--- config.mk ---
export PLATFORM = sky130hd
export DESIGN_NAME = multicycle_shift_ctrl
export DESIGN_NICKNAME = d
export VERILOG_FILES = /design/src/rtl/shift_pkg.sv /design/src/rtl/shift_step.sv /design/src/rtl/multicycle_shift_ctrl.sv
export SDC_FILE = /design/constraint.sdc
export NUM_CORES = 1
export LEC_CHECK = 0
export CORE_UTILIZATION = 45
export DETAILED_ROUTE_END_ITERATION = 8
export DONT_BUFFER_PORTS = 1
export PLACE_DENSITY = 0.6
export SYNTH_ARGS = -nofsm -noshare
export SYNTH_HDL_FRONTEND = slang
export SYNTH_SLANG_ARGS = --single-unit
--- constraint.sdc ---
create_clock -name clock -period 2.4 [get_ports clock]
set_clock_uncertainty 0.15 [all_clocks]
set_input_delay 0.48 -clock clock [delete_from_list [all_inputs] [get_ports clock]]
set_output_delay 0.48 -clock clock [all_outputs]
set_load 0.02 [all_outputs]
--- src/rtl/shift_pkg.sv ---
// rtl/shift_pkg.sv - shared encodings for the multicycle shift controller
//
// Purpose : FSM state encoding and operation-select encodings shared by
//           multicycle_shift_ctrl and shift_step.
// Ports   : none (package).

package shift_pkg;

  typedef enum logic [1:0] {
    IDLE  = 2'd0,
    SHIFT = 2'd1,
    DONE  = 2'd2
  } state_t;

  // Operation select carried on dir.
  localparam logic DIR_SHL = 1'b0;  // logical left shift, zero fill
  localparam logic DIR_SAR = 1'b1;  // arithmetic right shift, sign fill

  // Bits moved per SHIFT cycle in the wide-step mode.
  localparam int FAST_STEP = 4;

endpackage

--- src/rtl/shift_step.sv ---
// rtl/shift_step.sv - combinational single-step shifter (1 or 4 bits)
//
// Purpose : Shifts in by one bit, or by four bits when step4 is high.
//           Left shifts fill with zero, right shifts replicate the MSB.
// Ports   : in    [WIDTH-1:0]  operand
//           dir                0 = left, 1 = arithmetic right
//           step4              1 = move four bits, 0 = move one bit
//           out   [WIDTH-1:0]  shifted operand

module shift_step
  import shift_pkg::*;
#(
  parameter int WIDTH = 32
) (
  input  logic [WIDTH-1:0] in,
  input  logic             dir,
  input  logic             step4,
  output logic [WIDTH-1:0] out
);

  always_comb begin
    out = in;
    if (dir == DIR_SAR) begin
      if (step4) out = {{FAST_STEP{in[WIDTH-1]}}, in[WIDTH-1:FAST_STEP]};
      else       out = {in[WIDTH-1], in[WIDTH-1:1]};
    end else begin
      if (step4) out = {in[WIDTH-1-FAST_STEP:0], {FAST_STEP{1'b0}}};
      else       out = {in[WIDTH-2:0], 1'b0};
    end
  end

endmodule

--- src/rtl/multicycle_shift_ctrl.sv ---
// rtl/multicycle_shift_ctrl.sv - multicycle left/arithmetic-right shift controller
//
// Purpose : Accepts one shift request in IDLE, shifts the latched word one
//           bit per SHIFT cycle, then pulses done for one cycle in DONE.
//           Latency from accept edge to the done cycle is shamt+1 cycles.
//           Build macro SHIFT_FAST_STEP_EN: move four bits per SHIFT cycle
//           while the remaining count is at least four.
// Ports   : clock                   rising-edge clock
//           reset                   synchronous, active-high
//           start                   request strobe, sampled only in IDLE
//           data_in [WIDTH-1:0]     operand, latched on accept
//           shamt   [SHW-1:0]       unsigned shift amount, latched on accept
//           dir                     0 = logical left, 1 = arithmetic right
//           busy                    high whenever the state is not IDLE
//           done                    one-cycle result-valid pulse
//           result  [WIDTH-1:0]     working register, held until next accept

module multicycle_shift_ctrl
  import shift_pkg::*;
#(
  parameter int WIDTH = 32,
  parameter int SHW   = 5
) (
  input  logic             clock,
  input  logic             reset,
  input  logic             start,
  input  logic [WIDTH-1:0] data_in,
  input  logic [SHW-1:0]   shamt,
  input  logic             dir,
  output logic             busy,
  output logic             done,
  output logic [WIDTH-1:0] result
);

  state_t           state_q, state_d;
  logic [WIDTH-1:0] work_q, work_d;
  logic [SHW-1:0]   count_q, count_d;
  logic             dir_q, dir_d;
  logic             busy_q, busy_d;
  logic             done_q, done_d;

  logic             step4;
  logic [SHW-1:0]   step_amt;
  logic [WIDTH-1:0] step_out;

`ifdef SHIFT_FAST_STEP_EN
  assign step4 = (count_q >= SHW'(FAST_STEP));
`else
  assign step4 = 1'b0;
`endif

  assign step_amt = step4 ? SHW'(FAST_STEP) : SHW'(1);

  shift_step #(
    .WIDTH (WIDTH)
  ) u_shift_step (
    .in    (work_q),
    .dir   (dir_q),
    .step4 (step4),
    .out   (step_out)
  );

  always_comb begin
    state_d = state_q;
    work_d  = work_q;
    count_d = count_q;
    dir_d   = dir_q;

    case (state_q)
      IDLE: begin
        if (start) begin
          work_d  = data_in;
          count_d = shamt;
          dir_d   = dir;
          state_d = (shamt == '0) ? DONE : SHIFT;
        end
      end

      SHIFT: begin
        // count is never zero here in normal flow; the guard keeps it from
        // wrapping if the state is ever entered with nothing left to do.
        if (count_q == '0) begin
          state_d = DONE;
        end else begin
          work_d  = step_out;
          count_d = count_q - step_amt;
          if (count_d == '0) state_d = DONE;
        end
      end

      DONE: begin
        state_d = IDLE;
      end

      default: begin
        state_d = IDLE;
      end
    endcase

    // Outputs are registered from the next state so they line up with it.
    busy_d = (state_d != IDLE);
    done_d = (state_d == DONE);
  end

  always_ff @(posedge clock) begin
    if (reset) begin
      state_q <= IDLE;
      work_q  <= '0;
      count_q <= '0;
      dir_q   <= DIR_SHL;
      busy_q  <= 1'b0;
      done_q  <= 1'b0;
    end else begin
      state_q <= state_d;
      work_q  <= work_d;
      count_q <= count_d;
      dir_q   <= dir_d;
      busy_q  <= busy_d;
      done_q  <= done_d;
    end
  end

  assign busy   = busy_q;
  assign done   = done_q;
  assign result = work_q;

endmodule

### Word-level counts from Yosys, hierarchy flattened

Cells that the tools add are included.

| operators by class | value |
|---|---|
| eq/ne operators | 5 |
| multiplexer cells | 12 |
| reductions and logical operators | 9 |
| $add $sub $neg | 1 |

Operators by type and width:

| operator | number |
|---|---|
| $mux 32 | 3 |
| $pmux 32 s2 | 1 |
| $logic_not 5->1 | 3 |
| $mux 5 | 2 |
| $pmux 5 s2 | 1 |
| $mux 2 | 4 |
| $ne 2x2->1 const B | 3 |
| $sub 5x1->5 const B | 1 |
| $pmux 2 s2 | 1 |
| $reduce_and 4->1 | 1 |
| $reduce_bool 2->1 | 2 |
| $reduce_and 3->1 | 1 |
| $eq 2x1->1 const B | 1 |
| $eq 2x2->1 const B | 1 |
| $logic_not 2->1 | 1 |
| $reduce_and 2->1 | 1 |

| storage, ports and cells | value |
|---|---|
| register bits after elaboration | 42 |
| bits of input ports | 41 |
| logic and storage cells | 34 |

### Logic depth before layout (Yosys ltp)

Gate-level depths: netlist (run 1).

| logic depth | value |
|---|---|
| depth after elaboration | 6 |
| depth in mapped cells | 8 |
| mapped depth without buffers | 6 |

### Cells and area by module

A second synthesis (run 1) with hierarchy kept.

| unflattened totals | value |
|---|---|
| cell total of the unflattened synthesis | 294 |
| area, all modules | 2,852.7 um2 |

Modules (own cells, without submodules):

| module | times used | area each (um2) | cells an instance | seq. area each (um2) |
|---|---|---|---|---|
| multicycle_shift_ctrl | 1 | 2,053.2 | 245 | 840.8 |
| shift_step | 1 | 799.5 | 49 | 0.0 |

### Worst setup path before layout (run 1)

No wires, ideal clock.

| path | value |
|---|---|
| kind | register -> register |
| start | reg count_q[0] |
| end | reg work_q[15] (netlist: result[15]) |
| data required time | 2.118 ns |
| data arrival time | 1.722 ns |
| stages on the path, launching flop included | 9 |
| clock period less this slack | 2.004 ns |
| path slack | 0.396 ns |
| cells stage by stage | dfxtp_1 inv_1 ha_1 or4b_4 a21o_1 buf_6 buf_2 o211ai_1 a21oi_1 |

| on the way | value |
|---|---|
| word-level cells in the longest chain between the ends | 3 |

RTL lines:

| what | RTL line | source |
|---|---|---|
| start, declared | multicycle_shift_ctrl.sv:37 | `logic [SHW-1:0] count_q, count_d;` |
| start signal, assigned | multicycle_shift_ctrl.sv:116 | `count_q <= count_d;` |
| $logic_not 5->1 | multicycle_shift_ctrl.sv:82 | `if (count_q == '0) begin` |
| $ne 2x2->1 (no line) | -- |  |
| $reduce_and 3->1 (no line) | -- |  |
| end signal, assigned | multicycle_shift_ctrl.sv:115 | `work_q <= work_d;` |
| end, declared | multicycle_shift_ctrl.sv:36 | `logic [WIDTH-1:0] work_q, work_d;` |

No other way between the ends.
A chain may end at the register's enable or synchronous reset.

### Worst setup path after layout (run 1)

| path | value |
|---|---|
| start | reg count_q[0] |
| end | reg count_q[1] |

| on the way | value |
|---|---|
| word-level cells in the longest chain between the ends | 3 |

RTL lines:

| what | RTL line |
|---|---|
| $sub 5x1->5 / $logic_not 5->1 (equally long branches) | multicycle_shift_ctrl.sv:86, multicycle_shift_ctrl.sv:82 |
| $mux 5 / $ne 2x2->1 (equally long branches) | -- |
| $pmux 5 s2 / $reduce_and 3->1 (equally long branches) | -- |

Several ways; a longest one is shown, not always the timed one. The select of a mux whose other input is x is not followed.

==> results of run 1 <==
## synth_stat cells (all sizes together), types with 2 or more instances
cell	number	area, um^2
a211oi	3	22.5
a21oi	37	189
a221oi	2	23.8
a311oi	2	17.5
buf	15	111
clkbuf	9	33.8
dfxtp	42	841
ha	2	25.0
inv	3	11.3
mux2i	30	300
nand2	69	259
nor2	6	22.5
nor2b	3	18.8
nor3	4	20.0
nor3b	2	15.0
o211ai	30	225
o21ai	5	25.0
o32ai	2	17.5
## through the flow
| stage | cells | hold slack [ns] |
|---|---|---|
| after floorplan | 278 | 0.323 |
| after global placement | 329 | 0.361 |
| after detailed placement | 329 | 0.371 |
| after CTS | 336 | 0.0971 |
| after global routing | 336 | 0.0882 |
| final | 336 | 0.102 |
## worst min path at each step
stage | end | startpoint | slack (ns)
4_1_cts | count_q[0] | reset | 0.1
2_1_floorplan | busy | state_q[1] | 0.32
3_3_place_gp | count_q[1] | count_q[1] | 0.36
3_5_place_dp | count_q[3] | count_q[3] | 0.37
6_report | count_q[0] | reset | 0.10
5_1_grt | count_q[0] | reset | 0.09
## area by class of cell
cell class / count / area (um^2)
tap: 67 / 83.8
multi-input combinational: 209 / 1290
timing repair buffer: 8 / 85.1
inverter: 3 / 11.3
sequential: 42 / 842
fill: 501 / 2390
clock buffer: 7 / 76.3
## flip-flops by register name, indices dropped and copies added (netlist names)
name and cells:
busy 1, count_q 5, dir_q 1, done 1, result 32, state_q 2
## kinds of logic after synthesis
kind of cell / share of synthesized area (%)
AOI/OAI and AO/OA: 24.7
adders and majority gates: 1.10
buffers and inverters: 6.85
DFF: 36.8
muxes: 13.2
and+or+nand+nor: 17.3
## per-layer routing
layer	global-route usage, %	vias up	part of all wire (%)
met5	0	-	0
met3	6.08	5	7.1
met2	33.1	54	47
met4	5.23	0	0.97
met1	26.0	920	45
li1	-	983	-
## power by group
| part | leakage (nW) | switching (W) | internal [W] |
|---|---|---|---|
| combinational | 0.393 | 0.000434 | 0.000345 |
| clock | 0.0383 | 0.000227 | 0.000201 |
| sequential | 0.347 | 0.000319 | 0.000842 |
| total | 0.778 | 0.000980 | 0.00139 |
==> metrics.md, run 1 <==
| Metric | Value |
|---|---|
| Status | `complete, no violations` |
| Root buf cell | `clkbuf_8` |
| Achievable clock frequency | `between 400 and 500 MHz` |
| Drt total wl | `5470 um` |
| Leakage power | `0.778 nW` |
| Pwr dens | `roughly 990 nW/um^2` |
| Crit path from | `count_q[0]` |
| Total CTS buffers | `5` |
| Final setup TNS | `0 ns` |
| Max-cap violations | `0` |
| DRC viols | `0` |
| IO buf count | `0` |
| Worst-Skew Late Latency | `~0.28 ns` |
| Antenna-violating nets left | `0` |
| Cells after Synth | `278` |
| Max Slew Vio Count | `0` |
| Post-CTS setup buffer count | `0` |
| Global route overflow | `0` |
| Ys async rst share | `0%` |
| Post-synth EDFFs | `0` |
| Synthesized cell area | `about 2300 um^2` |
| Number of detailed-route iterations in the first pass | `4` |
| Antenna Cells | `0` |
| DP HPWL | `about 3700 um` |
| Reg-to-reg startpoint | `count_q[0]` |
| Most frequent cell on the critical path | `a211oi_1` |
| Tmin final | `~2.1 ns` |
| Initial Utilization | `approximately 48%` |
| Syn Nets | `about 320` |
| CP Data Arrival Time | `2.15 ns` |
| Crit start category | `register` |
| Crit end category | `register` |
| Drt first-iter violations | `116` |
| Vias in the first global route | `between 1500 and 2000` |
| Finished Cell Area | `2390 um^2` |
| Post-layout nets | `roughly 310` |
| RR Endpoint | `count_q[1]` |
| Die X | `about 73 um` |
| Initial antenna violation count | `0` |
| WP depth | `7` |
| Clk buf depth | `2` |
| Die Area | `approximately 5400 um^2` |
| Ys flop type | `dfxtp_1` |
| Core area | `roughly 4800 um^2` |
| VDD IR max | `about 490 uV` |
| Most common cell after layout, fill and taps aside | `nand2_1` |
| Vias post-DR | `approximately 2000` |
| Critical path's top delay family | `compound AO/OA/AOI/OAI gates` |
| Total track usage | `between 20% and 30%` |
| Synthesis warning total | `0` |
| Routability cong. | `a little over 0.8` |
| Least-Margin Pin Slew | `about 0.42 ns` |
| Wire per inst | `between 15 and 20 um` |
| WHS Path Cells | `1` |
| Layout cell share with drive strength beyond 1 | `8.18%` |
| Die outline height | `between 70 and 80 um` |
| Clock-pin slew on the worst setup and hold paths | `approximately 0.08 ns` |
| Req. time, crit path | `around 2.5 ns` |
| Cell variety after synth | `35` |
| CP peak stage delay | `a little under 0.5 ns` |
| First-pass GRT wire length | `approximately 8500 um` |
| CTS tree | `yes` |
| Register area share after synthesis | `about 37%` |
| Worst relative slew slack | `71.9%` |
| # resized after CTS | `0` |
| Cell breakdown of the critical path | `inv_1, ha_1, or4b_4, a21oi_2, buf_12, a211oi_1, a211oi_1` |
| Post-layout worst setup margin | `approximately 0.29 ns` |
| Post-CTS Hold Fix Bufs | `0` |
| Clock sink count | `42` |
| Final Power | `0.00237 W` |
| Syn avg cell area | `between 8 and 9 um^2` |
| R2r worst-path depth | `7` |
| Final core occ | `50.0%` |
| CP Capture Point | `count_q[1]` |
| Final hold viol count | `0` |
| Final setup vio count | `0` |
| Synth Register Bits | `42` |
| FP Rows | `25` |
| CP max stage cell | `or4b_4` |
| Buf/Inv on CP | `2` |
| Final Cycle Share | `between 80 and 90%` |
| Crit Path Class | `reg -> reg` |
| Pre-CTS WS | `approximately 0.3 ns` |
| Area after DPL | `2310 um^2` |
| RSZ-0062 raised after global routing | `false` |
| R2R Setup Slk | `0.29 ns` |
| Max FO, Critical Path | `22` |
| Vias per std cell | `just under 6` |
| Ports | `75` |
| Most frequent cells in the layout | `nand2_1 (69), dfxtp_1 (41), a21oi_1 (36)` |
| Area growth syn-to-layout | `4.77%` |
| H-Tree Depth | `2` |
| HP Class | `in -> reg` |
| Largest net degree at the start of global routing | `between 40 and 50` |
Power figures use the tool's default switching activity.
==> run 2: changes to the inputs <==
==> constraint.sdc (replaced) <==
create_clock -name clock -period 2.4 [get_ports clock]
set_clock_uncertainty 0.15 [all_clocks]
set_input_delay 0.24 -clock clock [delete_from_list [all_inputs] [get_ports clock]]
set_output_delay 0.24 -clock clock [all_outputs]
set_load 0.02 [all_outputs]
==> run 2 against run 1 <==
Effect of this change: global-route usage is 0.26 points higher; total power is 0.62% higher; hold slack worse by 0.088 ns; critical endpoint unchanged; flip-flop and latch count stayed put; setup slack worse by 0.019 ns; maximum frequency is 0.91% lower; via count is 0.10% higher; non-clock buffer count is 3 higher.
==> metrics.md, run 2 (synthesis gave the netlist of run 1 again) <==
| Metric | Value |
|---|---|
| Most frequent cells in the layout | `nand2_1 (69), dfxtp_1 (41), a21oi_1 (36)` |
| FP Rows | `25 (unchanged)` |
| Reg power frac | `48.7% (-0.4 points)` |
| CTS tree | `yes` |
| Least-Margin Pin Slew | `0.421 ns (+0.000308 ns)` |
| VDD IR max | `494 uV (+0.51%)` |
| CP Data Arrival Time | `2.17 ns (+0.02 ns)` |
| Largest net degree at the start of global routing | `40 (-4.8%)` |
| Vias per std cell | `5.79 (-0.78%)` |
| Total CTS buffers | `5 (unchanged)` |
| First-pass GRT wire length | `8590 um (+1.6%)` |
| Layout cell share with drive strength beyond 1 | `8.46% (+0.28 points)` |
| Clock sink count | `42 (unchanged)` |
| Drt first-iter violations | `113 (-2.6%)` |
| Comb power frac | `33.3% (+0.4 points)` |
| Final setup TNS | `0 ns (unchanged)` |
| Initial antenna violation count | `0 (unchanged)` |
| Worst-Skew Late Latency | `0.28 ns (about the same)` |
| Crit start category | `register` |
| Number of detailed-route iterations in the first pass | `4 (unchanged)` |
| RSZ-0062 raised after global routing | `false` |
| Max Slew Vio Count | `0 (unchanged)` |
| Post-CTS setup buffer count | `0 (unchanged)` |
| Die X | `73.2 um (unchanged)` |
| Req. time, crit path | `2.45 ns (about the same)` |
| Tmin final | `2.13 ns (+0.0193 ns)` |
| Post-layout nets | `315 (+0.96%)` |
| Final setup vio count | `0 (unchanged)` |
| Die outline height | `73.2 um (unchanged)` |
| Worst relative slew slack | `71.9% (about the same)` |
| Clock share of power | `18.0% (about the same)` |
| Global route overflow | `0 (unchanged)` |
| Most common cell after layout, fill and taps aside | `nand2_1` |
| P_int | `0.00139 W (+0.40%)` |
| Final Power | `0.00238 W (+0.62%)` |
| Leakage power | `0.795 nW (+2.3%)` |
| Crit Path Class | `reg -> reg` |
| Clk buf depth | `2 (unchanged)` |
| Antenna Cells | `0 (unchanged)` |
| Ports | `75 (unchanged)` |
| Status | `complete, no violations` |
| Core area | `4790 um^2 (unchanged)` |
| Final Cycle Share | `88.6% (+0.80 points)` |
| Area growth syn-to-layout | `6.52%` |
| Routability cong. | `0.831 (unchanged)` |
| # resized after CTS | `0 (unchanged)` |
| DRC viols | `0 (unchanged)` |
| Antenna-violating nets left | `0 (unchanged)` |
| Wire per inst | `16.1 um (-0.81%)` |
| Total track usage | `20.5% (+0.26 points)` |
| Pwr dens | `980 nW/um^2 (-1.0%)` |
| Sw Ratio | `41.5% (+0.13 points)` |
| Root buf cell | `clkbuf_8` |
| Max FO, Critical Path | `22 (unchanged)` |
| H-Tree Depth | `2 (unchanged)` |
| HP Class | `in -> reg` |
| IO buf count | `0 (unchanged)` |
| Achievable clock frequency | `471 MHz (-0.91%)` |
| Die Area | `5360 um^2 (unchanged)` |
| Drt total wl | `5470 um (about the same)` |
| Final hold viol count | `0 (unchanged)` |
| Crit end category | `register` |
| Vias in the first global route | `1788 (+2.6%)` |
| DP HPWL | `3670 um (unchanged)` |
| Vias post-DR | `1964 (+0.10%)` |
| Max FFs per register | `32 (unchanged)` |
| Clock-pin slew on the worst setup and hold paths | `0.08 ns (about the same)` |
| Post-CTS Hold Fix Bufs | `3 (+3)` |
| Max-cap violations | `0 (unchanged)` |
| Initial Utilization | `47.7% (unchanged)` |
| Psw | `0.000989 W (+0.93%)` |
==> run 2: changes by cell type in the layout (fill, tap and decap cells not counted) <==
cell,before,now
buf_12,2,3
dlygate4sd3_1,0,2
==> run 2: final timing paths <==
check,start,slack [ns],cells after the start,end
min,data_in[0],0.01,2,result[0]
max reg2reg,count_q[0],0.27,7,count_q[1]
max,count_q[0],0.27,7,count_q[1]
min reg2reg,state_q[0],0.39,2,busy
==> run 2: per-stage QoR <==
| step | setup WS (ns) | hold slack, ns | cells | area [um^2] | utilization, % |
|---|---|---|---|---|---|
| final | 0.275 | 0.0135 | 339 | 2430 | 50.8 |
| after global routing | 0.123 | 0.0268 | 339 | 2430 | 50.8 |
| after CTS | 0.275 | 0.00556 | 339 | 2430 | 50.8 |
| after detailed placement | 0.301 | 0.164 | 329 | 2310 | 48.4 |
| after global placement | 0.342 | 0.161 | 329 | 2310 | 48.4 |
| after floorplan | 0.396 | 0.226 | 278 | 2280 | - |
==> run 2: power groups by stage <==
stage,registers (W),logic (W),clock network (W)
after floorplan,0.00111,0.000701,0
after global placement,0.00118,0.000774,0
after detailed placement,0.00118,0.000783,0
after CTS,0.00116,0.000802,0.000440
after global routing,0.00118,0.000893,0.000464
final,0.00116,0.000794,0.000428
==> run 2: worst max-delay path, stage by stage (launching register included) <==
cell and delay (ns):
dfxtp_1 0.34, inv_1 0.11, ha_1 0.22, or4b_4 0.49, a21oi_2 0.23, buf_12 0.19
a211oi_1 0.06, a211oi_1 0.24
==> run 2: area by class of cell <==
cell class / count / area, um^2
fillers: 496 / 2350
multi-input cells: 209 / 1290
flip-flops and latches: 42 / 842
repair buffers: 11 / 125
well taps: 67 / 83.8
clock buffers: 7 / 76.3
inverters: 3 / 11.3
==> run 2: metal layers <==
metal,GRT usage [%],share of wire (%),up-vias
li1,-,-,989
met1,25.8,45,921
met2,34.7,48,49
met3,5.52,6.2,5
met4,5.23,0.97,0
met5,0,0,-
==> run 3: changes to the inputs <==
--- a/config.mk
+++ b/config.mk
@@ -5,6 +5,7 @@
 export SDC_FILE = /design/constraint.sdc
 export NUM_CORES = 1
 export LEC_CHECK = 0
+export ABC_AREA = 1
 export CORE_UTILIZATION = 45
 export DETAILED_ROUTE_END_ITERATION = 8
 export DONT_BUFFER_PORTS = 1
==> run 3 against run 2 <==
Effect of this change: sequential share of layout area down 0.49 points; core utilization hardly changed; critical path depth up 2; combinational power shrank 22%; final area grew 1.3%; largest power group unchanged; highest routed layer unchanged.
==> metrics.md, run 3 <==
| Metric | Value |
|---|---|
| Status | `complete, no violations` |
| Achievable clock frequency | `535 MHz (+14%)` |
| Number of detailed-route iterations in the first pass | `4 (unchanged)` |
| Crit start category | `register` |
| Vias post-DR | `2225 (+13%)` |
| Syn Nets | `407 (+27%)` |
| Synth area leader | `dfxtp_1` |
| Synthesis warning total | `0 (unchanged)` |
| VDD IR max | `413 uV (-16%)` |
| H-Tree Depth | `2 (unchanged)` |
| Syn avg cell area | `6.37 um^2 (-22%)` |
| Total track usage | `21.5% (+1.0 points)` |
| Max Slew Vio Count | `0 (unchanged)` |
| Synth Register Bits | `42 (unchanged)` |
| Max FFs per register | `32 (unchanged)` |
| Cells after Synth | `364 (+31%)` |
| Drt total wl | `5420 um (-0.93%)` |
| CP Data Arrival Time | `1.89 ns (-0.28 ns)` |
| FP Rows | `25 (unchanged)` |
| Pwr dens | `970 nW/um^2 (-0.97%)` |
| Max FO, Critical Path | `29 (+32%)` |
| Worst relative slew slack | `63.2% (-8.7 points)` |
| Die Area | `5440 um^2 (+1.5%)` |
| Yosys top cell area share | `36.3% (-0.56 points)` |
| Post-synth EDFFs | `0 (unchanged)` |
| DP HPWL | `3640 um (-0.87%)` |
| Final setup vio count | `0 (unchanged)` |
| CTS tree | `yes` |
| IO buf count | `0 (unchanged)` |
| Pre-CTS WS | `0.537 ns (+0.236 ns)` |
| Clock-pin slew on the worst setup and hold paths | `0.09 ns (about the same)` |
| Post-CTS setup buffer count | `0 (unchanged)` |
| Post-layout worst setup margin | `0.530 ns (+0.255 ns)` |
| Tmin final | `1.87 ns (-0.255 ns)` |
| Worst-Skew Late Latency | `0.30 ns (+0.02 ns)` |
| Root buf cell | `clkbuf_8` |
| Antenna Cells | `0 (unchanged)` |
| Leakage power | `1.13 nW (+42%)` |
| Largest net degree at the start of global routing | `39 (-2.5%)` |
| Cell variety after synth | `24 (-31%)` |
| Area growth syn-to-layout | `6.26%` |
| RSZ-0062 raised after global routing | `false` |
| Least-Margin Pin Slew | `0.552 ns (+0.130 ns)` |
| Placed cells | `412 (+25%)` |
| Clock sink count | `42 (unchanged)` |
| Ys async rst share | `0% (unchanged)` |
| Initial antenna violation count | `0 (unchanged)` |
| Non-Filler Instances | `421 (+24%)` |
| Final setup TNS | `0 ns (unchanged)` |
| Initial Utilization | `47.8% (+0.11 points)` |
| # fillers | `505 (+1.8%)` |
| Ys flop type | `dfxtp_1` |
| # resized after CTS | `0 (unchanged)` |
| Most frequent cells in the layout | `nand2_1 (77), nor2_1 (57), o21ai_0 (55)` |
| Core area | `4850 um^2 (+1.3%)` |
| Post-layout nets | `396 (+26%)` |
| Synthesized cell area | `2320 um^2 (+1.5%)` |
| Drt first-iter violations | `125 (+11%)` |
| Final Cycle Share | `77.9% (-11 points)` |
| Crit end category | `register` |
| Ranking of synthesized cells by area | `dfxtp_1 (36%), nand2_1 (13%), o21ai_0 (12%), a21oi_1 (9.5%), nor2_1 (9.2%)` |
| Die outline height | `73.8 um (+0.74%)` |
| Final hold viol count | `0 (unchanged)` |
| Register area share after synthesis | `36.3% (-0.56 points)` |
| Crit Path Class | `reg -> reg` |
| First-pass GRT wire length | `9110 um (+6.1%)` |
| Layout cell share with drive strength beyond 1 | `5.93% (-2.5 points)` |
| Wire per inst | `12.9 um (-20%)` |
| Final core occ | `50.8% (about the same)` |
| Die X | `73.8 um (+0.74%)` |
| Global route overflow | `0 (unchanged)` |
| Req. time, crit path | `2.42 ns (-0.03 ns)` |
| Ports | `75 (unchanged)` |
| HP Class | `in -> reg` |
| Most common cell after layout, fill and taps aside | `nand2_1` |
| Clk buf depth | `2 (unchanged)` |
| DRC viols | `0 (unchanged)` |
| Total CTS buffers | `5 (unchanged)` |
| Antenna-violating nets left | `0 (unchanged)` |
| Routability cong. | `0.823 (-0.87%)` |
| Vias in the first global route | `2011 (+12%)` |
| Synth top cells by count | `nand2_1 (78), nor2_1 (57), o21ai_0 (55)` |
| Top-count cell post-synth | `nand2_1` |
| Max-cap violations | `0 (unchanged)` |
| Vias per std cell | `5.29 (-8.8%)` |
==> run 3: critical path, cell delays in order, from the launching register on <==
cell and delay [ns]:
dfxtp_1 0.37, inv_1 0.08, ha_1 0.24, nand3_2 0.11, nand2_2 0.07, nand2_4 0.23, buf_4 0.29, nand3_1 0.09
nand2_1 0.06, a21oi_1 0.04
==> run 3: logic make-up after synthesis <==
| family | count (synthesis) | synth area share, % |
|---|---|---|
| and+or+nand+nor | 146 | 24.8 |
| AOI/OAI and AO/OA | 114 | 25.9 |
| buffers and inverters | 59 | 11.5 |
| DFF | 42 | 36.3 |
| adders and majority gates | 2 | 1.08 |
| muxes | 1 | 0.432 |
==> run 3: layout make-up <==
type | count | area [um^2] | area share [%]
clock buffers | 6 | 82.6 | 3.35
multi-input cells | 263 | 1210 | 49.2
flip-flops and latches | 42 | 841 | 34.1
repair buffers | 7 | 55.1 | 2.24
well taps | 67 | 83.8 | 3.40
inverters | 34 | 128 | 5.18
clock inverters | 2 | 60.1 | 2.44
==> run 3: power by group <==
part           switching (W)  internal, W  total (W)
Sequential          0.000248     0.000826    0.00107
Combinational       0.000407     0.000211   0.000618
Clock               0.000253     0.000444   0.000697
==> run 3: stage by stage <==
stage               power, W  cell area (um^2)  hold slack, ns
finish               0.00239              2460          0.0103
global route         0.00256              2460          0.0234
CTS                  0.00240              2460         0.00790
detailed placement   0.00171              2310           0.162
global placement     0.00170              2310           0.160
floorplan            0.00160              2320           0.159
==> run 3: metal layers <==
layer	track usage, %	vias to the layer above	part of all wire [%]
met3	7.13	2	7.3
met5	0	-	0
met1	28.0	1008	48
met4	5.77	0	0.55
li1	-	1156	-
met2	34.1	59	45
==> run 3: path summary, 6_finish.rpt <==
path,start,to,slack [ns],depth (start not counted)
max reg2reg,count_q[0],result[4],0.53,9
max,count_q[0],result[4],0.53,9
min reg2reg,count_q[4],count_q[4],0.39,2
min,data_in[16],result[16],0.01,4
==> run 3: timing repair <==
item,4_1_cts,5_1_grt
hold buffers,1,0
setup endpoints to repair,0,0
hold endpoints to repair,4,0
